$ cat src/rtl/axi4_lite_initiator_if.sv
// Bundle of the command/response bus and the AXI4-Lite master channels
// used by axi4_lite_initiator. The master modport is the initiator's view;
// the slave modport is the view of whatever sits on the other side
// (command source, response sink and AXI4-Lite register slave).
interface axi4_lite_initiator_if #(
    parameter int ADDR_WIDTH = 6,
    parameter int DATA_WIDTH = 32
);
    // Simple command/response bus
    logic                  cmdValid;
    logic                  cmdReady;
    logic                  cmdWr;
    logic [ADDR_WIDTH-1:0] cmdAddr;
    logic [DATA_WIDTH-1:0] cmdWrData;
    logic [3:0]            cmdWrStrb;
    logic                  rspValid;
    logic                  rspReady;
    logic                  rspWr;
    logic [DATA_WIDTH-1:0] rspData;
    logic [1:0]            rspResp;

    // AXI4-Lite write address / data / response channels
    logic [ADDR_WIDTH-1:0] M_AXI_AWADDR;
    logic                  M_AXI_AWVALID;
    logic                  M_AXI_AWREADY;
    logic [DATA_WIDTH-1:0] M_AXI_WDATA;
    logic [3:0]            M_AXI_WSTRB;
    logic                  M_AXI_WVALID;
    logic                  M_AXI_WREADY;
    logic [1:0]            M_AXI_BRESP;
    logic                  M_AXI_BVALID;
    logic                  M_AXI_BREADY;

    // AXI4-Lite read address / data channels
    logic [ADDR_WIDTH-1:0] M_AXI_ARADDR;
    logic                  M_AXI_ARVALID;
    logic                  M_AXI_ARREADY;
    logic [DATA_WIDTH-1:0] M_AXI_RDATA;
    logic [1:0]            M_AXI_RRESP;
    logic                  M_AXI_RVALID;
    logic                  M_AXI_RREADY;

    modport master (
        input  cmdValid, cmdWr, cmdAddr, cmdWrData, cmdWrStrb, rspReady,
        input  M_AXI_AWREADY, M_AXI_WREADY, M_AXI_BRESP, M_AXI_BVALID,
        input  M_AXI_ARREADY, M_AXI_RDATA, M_AXI_RRESP, M_AXI_RVALID,
        output cmdReady, rspValid, rspWr, rspData, rspResp,
        output M_AXI_AWADDR, M_AXI_AWVALID, M_AXI_WDATA, M_AXI_WSTRB, M_AXI_WVALID,
        output M_AXI_BREADY, M_AXI_ARADDR, M_AXI_ARVALID, M_AXI_RREADY
    );

    modport slave (
        output cmdValid, cmdWr, cmdAddr, cmdWrData, cmdWrStrb, rspReady,
        output M_AXI_AWREADY, M_AXI_WREADY, M_AXI_BRESP, M_AXI_BVALID,
        output M_AXI_ARREADY, M_AXI_RDATA, M_AXI_RRESP, M_AXI_RVALID,
        input  cmdReady, rspValid, rspWr, rspData, rspResp,
        input  M_AXI_AWADDR, M_AXI_AWVALID, M_AXI_WDATA, M_AXI_WSTRB, M_AXI_WVALID,
        input  M_AXI_BREADY, M_AXI_ARADDR, M_AXI_ARVALID, M_AXI_RREADY
    );
endinterface

$ cat src/rtl/axi4_lite_initiator.sv
// AXI4-Lite master: turns single-beat commands from a simple valid/ready
// bus into AXI4-Lite read or write transactions, one at a time, and hands
// the result back on a held response port. Every AXI output and every
// response output comes straight from a register.
//
// Optional feature: define AXI_INIT_TIMEOUT_EN to add a per-transaction
// busy-cycle watchdog and the sticky `timeout` output.
module axi4_lite_initiator #(
    parameter int C_M_AXI_ADDR_WIDTH = 6,
    parameter int C_M_AXI_DATA_WIDTH = 32,
    parameter int TIMEOUT_CYCLES     = 256
) (
    input  logic                         M_AXI_ACLK,
    input  logic                         M_AXI_ARESET,
    axi4_lite_initiator_if.master        bus
`ifdef AXI_INIT_TIMEOUT_EN
    ,
    output logic                         timeout
`endif
);

    localparam int AW = C_M_AXI_ADDR_WIDTH;
    localparam int DW = C_M_AXI_DATA_WIDTH;

    typedef enum logic [2:0] {
        IDLE,
        WR_REQ,
        WR_RESP,
        RD_REQ,
        RD_DATA,
        RSP
    } state_t;

    // All registered outputs plus the two write-handshake flags. The AXI
    // address/data registers double as the command latch: they hold the
    // command while VALID is high and read as zero otherwise.
    typedef struct packed {
        logic          cmd_ready;
        logic          aw_valid;
        logic [AW-1:0] aw_addr;
        logic          w_valid;
        logic [DW-1:0] w_data;
        logic [3:0]    w_strb;
        logic          aw_done;
        logic          w_done;
        logic          b_ready;
        logic          ar_valid;
        logic [AW-1:0] ar_addr;
        logic          r_ready;
        logic          rsp_valid;
        logic          rsp_wr;
        logic [DW-1:0] rsp_data;
        logic [1:0]    rsp_resp;
    } regs_t;

    state_t state_q, state_d;
    regs_t  regs_q, regs_d;

    logic cmd_fire;
    logic aw_hs;
    logic w_hs;

    assign cmd_fire = bus.cmdValid && regs_q.cmd_ready;
    assign aw_hs    = regs_q.aw_valid && bus.M_AXI_AWREADY;
    assign w_hs     = regs_q.w_valid  && bus.M_AXI_WREADY;

    // State and output registers; reset clears everything, even mid-transaction
    always_ff @(posedge M_AXI_ACLK) begin
        // NOTE: sequential state uses non-blocking assignments so every
        // register samples pre-edge values regardless of statement order.
        if (M_AXI_ARESET) begin
            state_q <= IDLE;
            regs_q  <= '0;
        end else begin
            state_q <= state_d;
            regs_q  <= regs_d;
        end
    end

    // Next-state and next-output decode
    always_comb begin
        // NOTE: every target gets a default (hold) first, so no branch can
        // leave a signal unassigned and infer a latch.
        state_d = state_q;
        regs_d  = regs_q;

        unique case (state_q)
            IDLE: begin
                if (cmd_fire) begin
                    regs_d.cmd_ready = 1'b0;
                    if (bus.cmdWr) begin
                        state_d         = WR_REQ;
                        regs_d.aw_valid = 1'b1;
                        regs_d.aw_addr  = bus.cmdAddr;
                        regs_d.w_valid  = 1'b1;
                        regs_d.w_data   = bus.cmdWrData;
                        regs_d.w_strb   = bus.cmdWrStrb;
                        regs_d.aw_done  = 1'b0;
                        regs_d.w_done   = 1'b0;
                    end else begin
                        state_d         = RD_REQ;
                        regs_d.ar_valid = 1'b1;
                        regs_d.ar_addr  = bus.cmdAddr;
                    end
                end else begin
                    // Also raises cmdReady on the first cycle out of reset.
                    regs_d.cmd_ready = 1'b1;
                end
            end

            WR_REQ: begin
                // AW and W complete independently; each VALID drops on its own.
                if (aw_hs) begin
                    regs_d.aw_valid = 1'b0;
                    regs_d.aw_addr  = '0;
                    regs_d.aw_done  = 1'b1;
                end
                if (w_hs) begin
                    regs_d.w_valid = 1'b0;
                    regs_d.w_data  = '0;
                    regs_d.w_strb  = '0;
                    regs_d.w_done  = 1'b1;
                end
                if (regs_d.aw_done && regs_d.w_done) begin
                    state_d        = WR_RESP;
                    regs_d.b_ready = 1'b1;
                end
            end

            WR_RESP: begin
                if (bus.M_AXI_BVALID) begin
                    state_d          = RSP;
                    regs_d.b_ready   = 1'b0;
                    regs_d.rsp_valid = 1'b1;
                    regs_d.rsp_wr    = 1'b1;
                    regs_d.rsp_data  = '0;
                    regs_d.rsp_resp  = bus.M_AXI_BRESP;
                end
            end

            RD_REQ: begin
                if (bus.M_AXI_ARREADY) begin
                    state_d         = RD_DATA;
                    regs_d.ar_valid = 1'b0;
                    regs_d.ar_addr  = '0;
                    regs_d.r_ready  = 1'b1;
                end
            end

            RD_DATA: begin
                if (bus.M_AXI_RVALID) begin
                    state_d          = RSP;
                    regs_d.r_ready   = 1'b0;
                    regs_d.rsp_valid = 1'b1;
                    regs_d.rsp_wr    = 1'b0;
                    regs_d.rsp_data  = bus.M_AXI_RDATA;
                    regs_d.rsp_resp  = bus.M_AXI_RRESP;
                end
            end

            RSP: begin
                // Response is held untouched until the consumer takes it.
                if (bus.rspReady) begin
                    state_d          = IDLE;
                    regs_d.rsp_valid = 1'b0;
                    regs_d.cmd_ready = 1'b1;
                end
            end

            default: begin
                state_d = IDLE;
                regs_d  = '0;
            end
        endcase
    end

`ifdef AXI_INIT_TIMEOUT_EN
    localparam int CNT_W = $clog2(TIMEOUT_CYCLES + 1);
    localparam logic [CNT_W-1:0] LIMIT = CNT_W'(TIMEOUT_CYCLES);

    logic [CNT_W-1:0] wd_cnt;
    logic             wd_active;

    // Only cycles spent waiting on the slave count toward the limit.
    assign wd_active = (state_q != IDLE) && (state_q != RSP);

    // Watchdog: count busy cycles per transaction; flag sticks until reset
    always_ff @(posedge M_AXI_ACLK) begin
        if (M_AXI_ARESET) begin
            wd_cnt  <= '0;
            timeout <= 1'b0;
        end else begin
            if (state_d == IDLE) begin
                wd_cnt <= '0;
            end else if (wd_active && wd_cnt != LIMIT) begin
                wd_cnt <= wd_cnt + 1'b1;
            end
            if (wd_active && wd_cnt == LIMIT - 1'b1) begin
                timeout <= 1'b1;
            end
        end
    end
`endif

    assign bus.cmdReady      = regs_q.cmd_ready;
    assign bus.rspValid      = regs_q.rsp_valid;
    assign bus.rspWr         = regs_q.rsp_wr;
    assign bus.rspData       = regs_q.rsp_data;
    assign bus.rspResp       = regs_q.rsp_resp;
    assign bus.M_AXI_AWADDR  = regs_q.aw_addr;
    assign bus.M_AXI_AWVALID = regs_q.aw_valid;
    assign bus.M_AXI_WDATA   = regs_q.w_data;
    assign bus.M_AXI_WSTRB   = regs_q.w_strb;
    assign bus.M_AXI_WVALID  = regs_q.w_valid;
    assign bus.M_AXI_BREADY  = regs_q.b_ready;
    assign bus.M_AXI_ARADDR  = regs_q.ar_addr;
    assign bus.M_AXI_ARVALID = regs_q.ar_valid;
    assign bus.M_AXI_RREADY  = regs_q.r_ready;

endmodule

$ cat src/flat_wrapper.sv
// flat-port wrapper written by rule: the top's interface ports become plain ports
module axi4_lite_initiator_flat 
#(
    parameter int C_M_AXI_ADDR_WIDTH = 6,
    parameter int C_M_AXI_DATA_WIDTH = 32,
    parameter int TIMEOUT_CYCLES     = 256
)
  (M_AXI_ACLK, M_AXI_ARESET, bus_cmdValid, bus_cmdWr, bus_cmdAddr, bus_cmdWrData, bus_cmdWrStrb, bus_rspReady, bus_M_AXI_AWREADY, bus_M_AXI_WREADY, bus_M_AXI_BRESP, bus_M_AXI_BVALID, bus_M_AXI_ARREADY, bus_M_AXI_RDATA, bus_M_AXI_RRESP, bus_M_AXI_RVALID, bus_cmdReady, bus_rspValid, bus_rspWr, bus_rspData, bus_rspResp, bus_M_AXI_AWADDR, bus_M_AXI_AWVALID, bus_M_AXI_WDATA, bus_M_AXI_WSTRB, bus_M_AXI_WVALID, bus_M_AXI_BREADY, bus_M_AXI_ARADDR, bus_M_AXI_ARVALID, bus_M_AXI_RREADY);
  axi4_lite_initiator_if #(.ADDR_WIDTH((6)), .DATA_WIDTH((32))) bus_i ();
  input  logic M_AXI_ACLK;
  input  logic M_AXI_ARESET;
  input wire logic [$bits(bus_i.cmdValid)-1:0] bus_cmdValid;
  input wire logic [$bits(bus_i.cmdWr)-1:0] bus_cmdWr;
  input wire logic [$bits(bus_i.cmdAddr)-1:0] bus_cmdAddr;
  input wire logic [$bits(bus_i.cmdWrData)-1:0] bus_cmdWrData;
  input wire logic [$bits(bus_i.cmdWrStrb)-1:0] bus_cmdWrStrb;
  input wire logic [$bits(bus_i.rspReady)-1:0] bus_rspReady;
  input wire logic [$bits(bus_i.M_AXI_AWREADY)-1:0] bus_M_AXI_AWREADY;
  input wire logic [$bits(bus_i.M_AXI_WREADY)-1:0] bus_M_AXI_WREADY;
  input wire logic [$bits(bus_i.M_AXI_BRESP)-1:0] bus_M_AXI_BRESP;
  input wire logic [$bits(bus_i.M_AXI_BVALID)-1:0] bus_M_AXI_BVALID;
  input wire logic [$bits(bus_i.M_AXI_ARREADY)-1:0] bus_M_AXI_ARREADY;
  input wire logic [$bits(bus_i.M_AXI_RDATA)-1:0] bus_M_AXI_RDATA;
  input wire logic [$bits(bus_i.M_AXI_RRESP)-1:0] bus_M_AXI_RRESP;
  input wire logic [$bits(bus_i.M_AXI_RVALID)-1:0] bus_M_AXI_RVALID;
  output wire logic [$bits(bus_i.cmdReady)-1:0] bus_cmdReady;
  output wire logic [$bits(bus_i.rspValid)-1:0] bus_rspValid;
  output wire logic [$bits(bus_i.rspWr)-1:0] bus_rspWr;
  output wire logic [$bits(bus_i.rspData)-1:0] bus_rspData;
  output wire logic [$bits(bus_i.rspResp)-1:0] bus_rspResp;
  output wire logic [$bits(bus_i.M_AXI_AWADDR)-1:0] bus_M_AXI_AWADDR;
  output wire logic [$bits(bus_i.M_AXI_AWVALID)-1:0] bus_M_AXI_AWVALID;
  output wire logic [$bits(bus_i.M_AXI_WDATA)-1:0] bus_M_AXI_WDATA;
  output wire logic [$bits(bus_i.M_AXI_WSTRB)-1:0] bus_M_AXI_WSTRB;
  output wire logic [$bits(bus_i.M_AXI_WVALID)-1:0] bus_M_AXI_WVALID;
  output wire logic [$bits(bus_i.M_AXI_BREADY)-1:0] bus_M_AXI_BREADY;
  output wire logic [$bits(bus_i.M_AXI_ARADDR)-1:0] bus_M_AXI_ARADDR;
  output wire logic [$bits(bus_i.M_AXI_ARVALID)-1:0] bus_M_AXI_ARVALID;
  output wire logic [$bits(bus_i.M_AXI_RREADY)-1:0] bus_M_AXI_RREADY;
  assign bus_i.cmdValid = bus_cmdValid;
  assign bus_i.cmdWr = bus_cmdWr;
  assign bus_i.cmdAddr = bus_cmdAddr;
  assign bus_i.cmdWrData = bus_cmdWrData;
  assign bus_i.cmdWrStrb = bus_cmdWrStrb;
  assign bus_i.rspReady = bus_rspReady;
  assign bus_i.M_AXI_AWREADY = bus_M_AXI_AWREADY;
  assign bus_i.M_AXI_WREADY = bus_M_AXI_WREADY;
  assign bus_i.M_AXI_BRESP = bus_M_AXI_BRESP;
  assign bus_i.M_AXI_BVALID = bus_M_AXI_BVALID;
  assign bus_i.M_AXI_ARREADY = bus_M_AXI_ARREADY;
  assign bus_i.M_AXI_RDATA = bus_M_AXI_RDATA;
  assign bus_i.M_AXI_RRESP = bus_M_AXI_RRESP;
  assign bus_i.M_AXI_RVALID = bus_M_AXI_RVALID;
  assign bus_cmdReady = bus_i.cmdReady;
  assign bus_rspValid = bus_i.rspValid;
  assign bus_rspWr = bus_i.rspWr;
  assign bus_rspData = bus_i.rspData;
  assign bus_rspResp = bus_i.rspResp;
  assign bus_M_AXI_AWADDR = bus_i.M_AXI_AWADDR;
  assign bus_M_AXI_AWVALID = bus_i.M_AXI_AWVALID;
  assign bus_M_AXI_WDATA = bus_i.M_AXI_WDATA;
  assign bus_M_AXI_WSTRB = bus_i.M_AXI_WSTRB;
  assign bus_M_AXI_WVALID = bus_i.M_AXI_WVALID;
  assign bus_M_AXI_BREADY = bus_i.M_AXI_BREADY;
  assign bus_M_AXI_ARADDR = bus_i.M_AXI_ARADDR;
  assign bus_M_AXI_ARVALID = bus_i.M_AXI_ARVALID;
  assign bus_M_AXI_RREADY = bus_i.M_AXI_RREADY;
  axi4_lite_initiator #(.C_M_AXI_ADDR_WIDTH(C_M_AXI_ADDR_WIDTH), .C_M_AXI_DATA_WIDTH(C_M_AXI_DATA_WIDTH), .TIMEOUT_CYCLES(TIMEOUT_CYCLES)) u_core (.M_AXI_ACLK(M_AXI_ACLK), .M_AXI_ARESET(M_AXI_ARESET), .bus(bus_i));
endmodule
$ cat config.mk
export PLATFORM = sky130hd
export DESIGN_NAME = axi4_lite_initiator_flat
export DESIGN_NICKNAME = d
export VERILOG_FILES = /design/src/rtl/axi4_lite_initiator_if.sv /design/src/rtl/axi4_lite_initiator.sv /design/src/flat_wrapper.sv
export SDC_FILE = /design/constraint.sdc
export NUM_CORES = 1
export LEC_CHECK = 0
export ABC_AREA = 0
export BUFFER_PORTS_ARGS = -buffer_cell sky130_fd_sc_hd__buf_2
export CORE_MARGIN = 8
export CORE_UTILIZATION = 50
export DETAILED_ROUTE_END_ITERATION = 16
export GPL_TIMING_DRIVEN = 1
export PLACE_DENSITY_LB_ADDON = 0.1
export SKIP_CTS_REPAIR_TIMING = 1
export SYNTH_ARGS = -nofsm -noshare
export SYNTH_HDL_FRONTEND = slang
export SYNTH_SLANG_ARGS = --single-unit
export TNS_END_PERCENT = 30
$ cat constraint.sdc
create_clock -name M_AXI_ACLK -period 3.4 [get_ports M_AXI_ACLK]
set_clock_uncertainty 0.2 [all_clocks]
set_input_delay 0.17 -clock M_AXI_ACLK [delete_from_list [all_inputs] [get_ports M_AXI_ACLK]]
set_output_delay 0.17 -clock M_AXI_ACLK [all_outputs]
set_load 0.1 [all_outputs]
==> results of run 1 <==
==> sequential cells by signal, indices dropped and copies added (netlist names) <==
register                  count
u_core.bus.rspValid           1
u_core.bus.M_AXI_AWVALID      1
u_core.bus.rspWr              1
u_core.bus.M_AXI_WVALID       1
u_core.bus.rspResp            2
u_core.regs_q                 2
u_core.bus.rspData           32
u_core.bus.cmdReady           1
u_core.state_q                3
u_core.bus.M_AXI_ARVALID      1
u_core.bus.M_AXI_RREADY       1
u_core.bus.M_AXI_WDATA       32
u_core.bus.M_AXI_WSTRB        4
u_core.bus.M_AXI_ARADDR       6
u_core.bus.M_AXI_BREADY       1
u_core.bus.M_AXI_AWADDR       6
==> cell families (layout without fill, tap and decap cells) <==
family,count (synthesis),in the layout,share of synthesized area
flops,95,95,0.4380
simple gates,96,96,0.1124
compound gates,148,148,0.2429
mux,7,7,0.01614
buf+inv,122,282,0.1905
==> stage by stage <==
| stage | cells | total power, W |
|---|---|---|
| after global placement | 645 | 0.003409 |
| after CTS | 661 | 0.004239 |
| final | 736 | 0.004287 |
| after floorplan | 468 | 0.003320 |
| after detailed placement | 645 | 0.003427 |
| after global routing | 736 | 0.004464 |
==> per-layer routing <==
| metal | track usage | share of wire | wire [um] | vias up |
|---|---|---|---|---|
| li1 | - | - | - | 1913 |
| met1 | 0.2209 | 0.43 | 5195 | 1777 |
| met2 | 0.2777 | 0.48 | 5823 | 130 |
| met3 | 0.05792 | 0.081 | 986 | 11 |
| met4 | 0.05207 | 0.0082 | 99 | 2 |
| met5 | 0 | 0.00066 | 8 | - |
==> report_power, final <==
group          switching (W)  leakage (nW)  internal, W
registers           0.000139         0.771      0.00129
clock network       0.000397         0.114     0.000417
logic                0.00161          1.63     0.000430
total                0.00215          2.52      0.00214
==> cell usage in the layout, fill, tap and decap left out, types with 2 or more instances in the layout <==
cell,instances
clkbuf_8,9
nor2b_1,3
a211oi_1,2
o21ai_2,3
and3b_1,2
a21o_1,3
buf_2,177
dfxtp_1,95
o21ai_0,4
inv_1,3
o21a_1,2
clkinv_2,2
o211ai_1,32
nor3_1,4
a22oi_1,10
mux2i_1,7
a211o_1,2
nand2_1,21
and2_1,3
nor2_1,15
buf_4,9
a21oi_2,2
clkinv_4,2
a22o_1,36
a21oi_1,42
a31oi_1,3
nor2_2,2
dlygate4sd3_1,75
bufinv_16,2
nand3_1,38
==> worst paths after layout <==
| check | to | slack [ns] | startpoint |
|---|---|---|---|
| min reg2reg | u_core.bus.M_AXI_AWADDR[3] | 0.26 | u_core.bus.M_AXI_AWADDR[3] |
| max reg2reg | u_core.bus.M_AXI_WDATA[2] | 1.11 | u_core.state_q[1] |
| min | u_core.bus.M_AXI_ARADDR[1] | 0.005 | M_AXI_ARESET |
| max | u_core.bus.M_AXI_WDATA[2] | 1.11 | u_core.state_q[1] |
==> critical path, stage by stage, from the launching register on <==
cell and delay, ns:
dfxtp_1 0.89, nand2_1 0.19, o21ai_2 0.18, and2_1 0.18
buf_4 0.35, a22o_1 0.21
==> final cells by class <==
class | instances | share of cell area
clock buffer | 9 | 0.02212
inverter | 5 | 0.003352
clock inverter | 7 | 0.01721
timing repair buffer | 261 | 0.3044
tap | 108 | 0.02413
multi-input combinational | 251 | 0.2892
sequential | 95 | 0.3397
==> out/results.ini, run 1 <==
[run_status]
outcome = complete, no violations

[setup_path]
worst-endpoint-arrival_ns = 2.37
worst_setup_path_class = reg2reg
worstPathMaxFanout = 38
cp-start-kind = register
rr_worst_depth = 5
cp.required_ns = 3.48
endpoint_kind = register

[die]
chipWidth_um = 109.2
floorplan.die_area_um2 = 11920
floorplan.initialDensity = 0.5078
top_ports = 178
core_area_um2 = 8551
chipHeight_um = 109.2
rows = 34

[cells_and_area]
nNetsFinal = 711
final_util = 0.6548
post_route_cells_drive_above_1_share = 0.3408
antennaDiodeCount = 0
design_area_um2 = 5599
filler_cell_count = 730
multi_input_area_um2 = 1619
seqCellArea_um2 = 1902
syn2layout_area_growth_pct = 28.96

[cts]
worst_setup_hold_path_clk_slew_ns = 0.09
numClockSinks = 95
numCtsBuffers = 9
htree_levels = 3
clk-insertion-delay-late_ns = 0.34
cts_tree = yes
max-clock-path-buffers = 2
root_buffer = clkbuf_8

[place]
hpwlAfterDp_um = 7828
globalplace.congestion = 0.7662
pre_cts_slack_ns = 1.161
io_buffers = 177
placed_cell_area_um2 = 4628

[logic_synthesis]
yosys.area.top_type_share = 0.4380
synth_edf_count = 0
synth_seq_area_share = 0.4380
mapped_cells = 468
area_of_the_mapped_netlist_um2 = 4342
yosysMostFrequentCell = dfxtp_1
netlist_top_cells_count = dfxtp_1, buf_4, a21oi_1
syn_avg_cell_area_um2 = 9.277
postSynth.asyncResetShare = 0
postSynthNetCount = 556
netlist_top_cells_area = dfxtp_1, buf_4, a22o_1
synth_top_area_cell = dfxtp_1
postSynth.topFlopCell = dfxtp_1
synth-seq-cells = 95
synth-warning-count = 0
synth_cell_type_count = 45

[global_routing]
grt.overflow.total = 0
grt_start_max_net_pins = 40
first_global_vias = 3439
gr-usage-all-layers = 0.1749
grt_first_pass_wirelength_um = 16930
grt_antenna_before_repair = 1

[sta]
final.hold.worst_slack_ns = 0.004852
final.setup.tns_ns = 0
setup_repair_after_global_routing_missed_its_margin = no
timing.slew.headroom = 0.4337
max_freq_mhz = 437.6
min_period_ns = 2.285
timing.final.hold_violations = 0
finalSetupViolCount = 0
timing.final.crit_share = 0.6722
final_critical_path_setup_slack_ns = 1.115
worst_pin_slew_ns = 0.8484
drv_slew = 0

[routing]
detail-route-antenna-nets = 0
via_count = 3833
wire_per_inst_um = 16.46
drc = 0
viasPerCell = 5.208
dr.pass1.iters = 4
drt_first_iter_violations = 184
totalWireLength_um = 12110

[power]
power.static_leakage_nw = 2.517
p_per_area_nw_per_um2 = 765.6
vdd_drop_max_mv = 0.4315

[worst_hold_path]
hold-path-cell-count = 2
min_path_type = in2reg

[job]
timing.max_cap.violations = 0

(Power assumes the default switching activity.)
==> inputs of run 2 (changes only) <==
CORE_UTILIZATION = 44   (was 50)
clock period = 2.1 ns   (was 3.4 ns; I/O delays follow)
==> out/results.ini, run 2 (synthesis gave the netlist of run 1 again) <==
[cells_and_area]
filler_cell_count = 871
post_route_cells_drive_above_1_share = 0.3469
layout.cells.most_common_list = buf_2, dfxtp_1, dlygate4sd3_1
final_util = 0.5919
antennaDiodeCount = 0
final_common_cell = buf_2
syn2layout_area_growth_pct = 32.02
stdcell_count = 770
nNetsFinal = 720

[global_routing]
grt.overflow.total = 0
grt_first_pass_wirelength_um = 17930
grt_start_max_net_pins = 45
first_global_vias = 3476
gr-usage-all-layers = 0.1676
grt_antenna_before_repair = 0

[routing]
detail-route-antenna-nets = 0
via_count = 3903
dr.pass1.iters = 4
drc = 0
drt_first_iter_violations = 309
wire_per_inst_um = 16.30
viasPerCell = 5.069
totalWireLength_um = 12550

[setup_path]
worst-endpoint-arrival_ns = 1.95
worst_setup_path_class = reg2reg
crit_chain = or2_1 -> o21ai_2 -> a21oi_2 -> buf_4 -> a22o_1
largest_stage_delay_on_the_critical_path_ns = 0.41
crit_path_top_delay_cell = dfxtp_1
cp.required_ns = 2.15
endpoint_kind = register
crit_path_start = u_core.state_q[2]
cp-start-kind = register
origin_of_the_critical_flop_to_flop_path = u_core.state_q[2]
worstPathMaxFanout = 37

[die]
rows = 36
chipWidth_um = 115.3
floorplan.die_area_um2 = 13300
top_ports = 178
floorplan.initialDensity = 0.4483
core_area_um2 = 9684
chipHeight_um = 115.3

[run_status]
failing_checks = negative hold slack
outcome = finished with violations

[sta]
min_period_ns = 1.898
worst_pin_slew_ns = 0.5064
drv_slew = 0
timing.slew.headroom = 0.6624
timing.final.crit_share = 0.9039
final.hold.worst_slack_ns = -0.04511
finalSetupViolCount = 0
final.setup.tns_ns = 0
setup_repair_after_global_routing_missed_its_margin = no
max_freq_mhz = 526.8
timing.final.hold_violations = 3

[cts]
root_buffer = clkbuf_8
numClockSinks = 95
max-clock-path-buffers = 2
clk-insertion-delay-late_ns = 0.36
cts_tree = yes
worst_setup_hold_path_clk_slew_ns = 0.09
htree_levels = 3
numCtsBuffers = 9

[place]
placedCellCount = 677
hpwlAfterDp_um = 8154
globalplace.congestion = 0.8183
io_buffers = 177

[power]
vdd_drop_max_mv = 0.6722
p_per_area_nw_per_um2 = 1195
report.power.total_w = 0.006847
power.static_leakage_nw = 2.557

[worst_hold_path]
min_path_type = in2reg
timing.hold.worst.start = bus_M_AXI_ARREADY

[job]
timing.max_cap.violations = 0

==> run 2: cell types whose count changed in the layout (fill, tap and decap cells not counted), sizes merged <==
cell	change
clkinv	-1
inv	-1
bufinv	-2
clkbuf	+3
clkinvlp	+1
dlygate4sd3	+2
buf	+7
==> run 2: through the flow <==
step | cell area, um2 | setup WS (ns)
5_1_grt | 5732 | 0.1101
3_3_place_gp | 4776 | 0.2743
3_5_place_dp | 4776 | 0.2314
4_1_cts | 4961 | 0.2101
6_report | 5732 | 0.2018
2_1_floorplan | 4343 | -0.09336
==> run 2: path summary, 6_finish.rpt <==
check / endpoint / slack [ns] / cells after the start
min reg2reg: u_core.bus.M_AXI_AWADDR[1] / 0.26 / 2
min: u_core.bus.M_AXI_RREADY / -0.05 / 5
max reg2reg: u_core.bus.M_AXI_WDATA[6] / 0.20 / 5
max: u_core.bus.M_AXI_WDATA[6] / 0.20 / 5
==> run 2: area by class of cell <==
type	instances	area (um2)	area share
well taps	133	166.4	0.02903
clock buffers	12	155.1	0.02707
clock inverters	4	30.03	0.005239
inverters	5	18.77	0.003274
multi-input cells	251	1619	0.2825
repair buffers	270	1839	0.3209
flip-flops and latches	95	1903	0.3320
==> run 2: routing by layer <==
| layer | track usage | up-vias | routed length, um |
|---|---|---|---|
| met5 | 0 | - | 0 |
| met2 | 0.2636 | 143 | 6024 |
| met3 | 0.03887 | 12 | 936 |
| met1 | 0.2166 | 1818 | 5419 |
| met4 | 0.06567 | 0 | 170 |
| li1 | - | 1930 | - |
==> run 2: worst max-delay path, delay by kind of cell, from the launching register on <==
kind | cells | cell delay, ns
and+or+nand+nor | 1 | 0.27
buffers and inverters | 1 | 0.25
AOI/OAI and AO/OA | 3 | 0.64
DFF | 1 | 0.41
==> run 2: where the power goes <==
| part | total, W | leakage, nW | internal (W) | switching [W] |
|---|---|---|---|---|
| Clock | 0.00113 | 0.0926 | 0.000499 | 0.000634 |
| Sequential | 0.00228 | 0.772 | 0.00209 | 0.000193 |
| Combinational | 0.00343 | 1.69 | 0.000757 | 0.00267 |
| Total | 0.00685 | 2.56 | 0.00335 | 0.00350 |
